`src/rtl/mdr_div_root_core_pkg.sv`:
```
// pkg_system_mdr: shared MDR op codes, divide/root FSM states and default width.
package pkg_system_mdr;
  localparam int MDR_DW = 16;
  typedef enum logic [1:0] {OP_MULT, OP_DIV, OP_ROOT} op_e;
  typedef enum logic [1:0] {ST_IDLE, ST_RUN, ST_FIX, ST_DONE} mdr_dr_state_e;
endpackage

```
`src/rtl/mdr_trial_sub.sv`:
```
// mdr_trial_sub: combinational trial subtractor returning a-b and an a>=b flag.
module mdr_trial_sub #(
  parameter int W = 18
) (
  input  logic [W-1:0] a_i,
  input  logic [W-1:0] b_i,
  output logic [W-1:0] diff_o,
  output logic         ge_o
);
  logic borrow;
  assign {borrow, diff_o} = {1'b0, a_i} - {1'b0, b_i};
  assign ge_o = !borrow;
endmodule

```
`src/rtl/mdr_div_root_core.sv`:
```
// mdr_div_root_core: restoring divide / integer square root, one result bit per clock.
// Define MDR_SIGNED_DIV_EN for two's-complement DIV with a sign-fix cycle.
module mdr_div_root_core
  import pkg_system_mdr::*;
#(
  parameter int DW = MDR_DW
) (
  input  logic          clk,
  input  logic          rst_n,
  input  logic          start,
  input  op_e           op,
  input  logic [DW-1:0] data_x,
  input  logic [DW-1:0] data_y,
  output logic          busy,
  output logic          done,
  output logic [DW-1:0] data_Y_a2,
  output logic [DW-1:0] remainder,
  output logic          error
);
  localparam int W  = DW + 2;
  localparam int H  = DW / 2;
  localparam int CW = $clog2(DW) + 1;
  mdr_dr_state_e state_q, state_d;
  logic [DW-1:0] x_q, x_d, y_q, y_d, res_q, res_d, rout_q, rout_d;
  logic [W-1:0]  rem_q, rem_d, sh, tv, diff;
  logic [H-1:0]  root_q, root_d;
  logic [CW-1:0] cnt_q, cnt_d;
  logic          is_root_q, is_root_d, err_q, err_d, ge, last;
`ifdef MDR_SIGNED_DIV_EN
  logic          negq_q, negq_d, negr_q, negr_d;
`endif
  // DIV brings in one dividend bit per step, ROOT two radicand bits
  assign sh   = is_root_q ? {rem_q[W-3:0], x_q[DW-1:DW-2]} : {rem_q[W-2:0], x_q[DW-1]};
  assign tv   = is_root_q ? W'({root_q, 2'b01}) : W'(y_q);
  assign last = cnt_q == (is_root_q ? CW'(H - 1) : CW'(DW - 1));
  mdr_trial_sub #(.W(W)) u_sub (.a_i(sh), .b_i(tv), .diff_o(diff), .ge_o(ge));
  always_comb begin
    state_d   = state_q;
    x_d       = x_q;
    y_d       = y_q;
    rem_d     = rem_q;
    root_d    = root_q;
    cnt_d     = cnt_q;
    is_root_d = is_root_q;
    res_d     = res_q;
    rout_d    = rout_q;
    err_d     = err_q;
`ifdef MDR_SIGNED_DIV_EN
    negq_d    = negq_q;
    negr_d    = negr_q;
`endif
    case (state_q)
      ST_IDLE: if (start && op != OP_MULT) begin
        is_root_d = op == OP_ROOT;
        x_d       = data_x;
        y_d       = data_y;
        rem_d     = '0;
        root_d    = '0;
        cnt_d     = '0;
        err_d     = op == OP_DIV && data_y == '0;
        state_d   = ST_RUN;
`ifdef MDR_SIGNED_DIV_EN
        if (op == OP_DIV) begin
          x_d    = data_x[DW-1] ? -data_x : data_x;
          y_d    = data_y[DW-1] ? -data_y : data_y;
          negq_d = data_x[DW-1] ^ data_y[DW-1];
          negr_d = data_x[DW-1];
        end
`endif
        if (err_d) begin
          res_d   = '1;
          rout_d  = data_x;
          state_d = ST_DONE;
        end
      end
      ST_RUN: begin
        cnt_d  = cnt_q + 1'b1;
        rem_d  = ge ? diff : sh;
        x_d    = is_root_q ? {x_q[DW-3:0], 2'b00} : {x_q[DW-2:0], ge};
        root_d = {root_q[H-2:0], ge};
        if (last) begin
          state_d = ST_DONE;
`ifdef MDR_SIGNED_DIV_EN
          if (!is_root_q) state_d = ST_FIX;
`endif
          if (state_d == ST_DONE) begin
            res_d  = is_root_q ? DW'(root_d) : x_d;
            rout_d = rem_d[DW-1:0];
          end
        end
      end
`ifdef MDR_SIGNED_DIV_EN
      ST_FIX: begin
        res_d   = negq_q ? -x_q : x_q;
        rout_d  = negr_q ? -rem_q[DW-1:0] : rem_q[DW-1:0];
        state_d = ST_DONE;
      end
`endif
      default: state_d = ST_IDLE;
    endcase
  end
  always_ff @(posedge clk or negedge rst_n) begin
    if (!rst_n) begin
      state_q   <= ST_IDLE;
      x_q       <= '0;
      y_q       <= '0;
      rem_q     <= '0;
      root_q    <= '0;
      cnt_q     <= '0;
      is_root_q <= 1'b0;
      res_q     <= '0;
      rout_q    <= '0;
      err_q     <= 1'b0;
`ifdef MDR_SIGNED_DIV_EN
      negq_q    <= 1'b0;
      negr_q    <= 1'b0;
`endif
    end else begin
      state_q   <= state_d;
      x_q       <= x_d;
      y_q       <= y_d;
      rem_q     <= rem_d;
      root_q    <= root_d;
      cnt_q     <= cnt_d;
      is_root_q <= is_root_d;
      res_q     <= res_d;
      rout_q    <= rout_d;
      err_q     <= err_d;
`ifdef MDR_SIGNED_DIV_EN
      negq_q    <= negq_d;
      negr_q    <= negr_d;
`endif
    end
  end
  assign busy      = state_q != ST_IDLE;
  assign done      = state_q == ST_DONE;
  assign data_Y_a2 = res_q;
  assign remainder = rout_q;
  assign error     = err_q;
endmodule

```
`config.mk`:
```
export PLATFORM = sky130hd
export DESIGN_NAME = mdr_div_root_core
export DESIGN_NICKNAME = d
export VERILOG_FILES = /design/src/rtl/mdr_div_root_core_pkg.sv /design/src/rtl/mdr_trial_sub.sv /design/src/rtl/mdr_div_root_core.sv
export SDC_FILE = /design/constraint.sdc
export NUM_CORES = 1
export LEC_CHECK = 0
export CORE_MARGIN = 3
export CORE_UTILIZATION = 45
export DETAILED_ROUTE_END_ITERATION = 10
export PLACE_DENSITY_LB_ADDON = 0.25
export SYNTH_ARGS = -nofsm -noshare
export SYNTH_HDL_FRONTEND = slang
export SYNTH_SLANG_ARGS = --single-unit
export TNS_END_PERCENT = 30
```
`constraint.sdc`:
```
create_clock -name clk -period 4.55 [get_ports clk]
set_input_delay 0.455 -clock clk [delete_from_list [all_inputs] [get_ports clk]]
set_output_delay 0.455 -clock clk [all_outputs]
set_load 0.01 [all_outputs]
```
==> qor.yml <==
status: "complete, no violations"
area_growth_pct: 19.7
num_vias: 4893
slew_viol_final: 0
worst-setup-path-type: "reg2reg"
grt_max_degree: 68
yosys.area.top_type: "dfrtp_1"
ant_nets: 0
wl_per_cell_um: 18.0
synth_seq_area_share: 0.435
cts_hold_buf: 0
cts_max_level: 3
critPathTopFamily: "compound AO/OA/AOI/OAI gates"
crit_required_ps: 4810
coreArea_mm2: 0.0121
slowest_delay_ps: 880
clk_pin_slew_worst_paths_ps: 70
grt_pass1_wl_mm: 25.6
finalHoldViolCount: 0
yosysWarnings: 0
synthesis.area_mm2: 0.00564
diodes: 0
die_area_mm2: 0.0139
grt_use_met3: 0.0399
initial_utilization: 0.466
startpoint_type: "flop"
ctsResizeCount: 0
num_io_pins: 72
syn_avg_cell_area_um2: 8.94
finClkSkew_ps: 8.74
end_kind: "flop"
hold_slack_ps: 218
maxCapViolations: 0
clock_latency_ps: 350
r2r_end: "rem_q[0]"
clock_sinks: 98
regToRegStartpoint: "is_root_q"
use_met1: 0.319
worstPathArrival_ps: 4000
rsz0062_at_grt: "no"
post-route-min-period_ps: 3750
grt_pass1_vias: 4850
synth-seq-cells: 98
drcViolationCount: 0
grt_use_met2: 0.354
cp_num_buf_inv: 1
crit_fanout: 35
io_buffers: 71
max_freq_mhz: 267
crit_slowest_cell: "dfrtp_2"
die_w_um: 118
cts_tree: "built"
dpl.hpwl_mm: 11.2
fin_util: 0.558
post-place-ws_ps: 834
synth_top_flop_cell: "dfrtp_1"
cts-root-buf: "clkbuf_16"
cts_made_buffers: 9
synth_top_area_share: 0.435
finalCritPeriodShare: 0.823
rrSetupSlack_ps: 800
drt_iter0_drc: 444
grt.total_usage: 0.230
drt-pass1-iter-count: 5
layout.nets: 736
tightest_slew_ps: 1200
setup_viol: 0
seqCellArea_mm2: 0.00245
synthArstFlopShare: 1.00
synth.distinct_cells: 65
r2r_cells: 9
clockBufferDepth: 2
grt.overflow.total: 0
min_path_type: "in2async"
syn-num-nets: 686
crit_path_frequent_cell: "mux2_2"
cts_setup_buffers: 0
fill_cells: 1137
synth_edf_count: 0
relSlewSlack: 0.199
multi_input_area_mm2: 0.00301
synth_most_common_cell: "nand2_1"
worst_slack_ps: 804
place_congestion: 0.935
fp.dieH_um: 118
synth_cells: 631
row_count: 40
layout-drive-gt1-share: 0.0904
yosys-top-cells-area: "dfrtp_1 43%, nand2_1 9.1%, mux2i_1 3.9%"
synth_common_cells: "137 x nand2_1, 98 x dfrtp_1, 41 x nor2_1, 41 x o21ai_0, 33 x a21oi_1"
vias_per_cell: 5.73
top_usage_layer: "met2"
drt-total-wl_mm: 15.4
antenna_found_initial: 0
tns_ps: 0
crit_chain: "buf_4 > mux2_2 > ha_1 > a21o_1 > o2111a_1 > o22a_1 > a21oi_4 > mux2_2 > o21ai_0"
==> worst max path at each step <==
stage               startpoint           end  slack [ps]  depth (start not counted)
floorplan            is_root_q  remainder[0]         900                         14
global placement     is_root_q  remainder[0]         950                          9
detailed placement   is_root_q      rem_q[0]         830                          9
CTS                  is_root_q      rem_q[0]         810                          9
global route         is_root_q      rem_q[0]         620                          9
finish               is_root_q      rem_q[0]         800                          9
==> worst reg2reg max path: stages (launching register included) <==
cell and delay, ps:
dfrtp_2 880, buf_4 300, mux2_2 370, ha_1 360
a21o_1 260, o2111a_1 320, o22a_1 260, a21oi_4 350
mux2_2 390, o21ai_0 160
==> cell families (layout without fill, tap and decap cells) <==
logic type,count (synthesis),count (layout),share of synthesized area
xor+xnor,12,12,0.0186
flops,98,98,0.435
simple gates,263,263,0.218
compound gates,154,154,0.177
mux,40,40,0.0756
buf+inv,46,101,0.0344
fa+ha+maj,18,18,0.0413
==> sequential cells by signal, summed over array words and instances, names as in the netlist <==
signal and cells:
rem_q 17, state_q 2, error 1, is_root_q 1, root_q 8, x_q 16, y_q 16, cnt_q 5
data_Y_a2 16, remainder 16
==> stage by stage <==
step / area, um2 / std cells
4_1_cts: 6750 / 854
3_5_place_dp: 6460 / 838
5_1_grt: 6750 / 854
3_3_place_gp: 6460 / 838
6_report: 6750 / 854
2_1_floorplan: 5640 / 631
==> routing by layer <==
| layer | up-vias | wire [um] |
|---|---|---|
| met2 | 148 | 7110 |
| met3 | 36 | 788 |
| met1 | 2368 | 7010 |
| li1 | 2341 | - |
| met5 | - | 0 |
| met4 | 0 | 502 |
==> layout make-up <==
cell class                      instances  share of cell area
Inverter                                7             0.00389
Timing Repair Buffer                   78               0.113
Clock buffer                           10              0.0339
Multi-Input combinational cell        487               0.446
Clock inverter                          6             0.00963
Sequential cell                        98               0.363
Tap cell                              168              0.0311
==> cells in the final DEF (no fill, tap or decap), drive strengths merged, types with 3 or more instances in the layout <==
cell type	instances
mux2	18
mux2i	22
nand2b	19
nor4	5
or3	6
nand2	138
nor3	10
clkbuf	10
a211oi	16
o211ai	12
o21ai	46
nand3	17
nor2b	10
a31oi	16
xor2	5
ha	17
nand4	3
clkinv	3
clkdlybuf4s50	70
nor2	41
a21o	5
a21oi	34
xnor2	7
inv	9
or2	4
dfrtp	98
buf	8
a221o	7
Power is left out: the tool's default activity adds up to more than one toggle a clock period on the data nets, which glitch-free logic cannot reach.
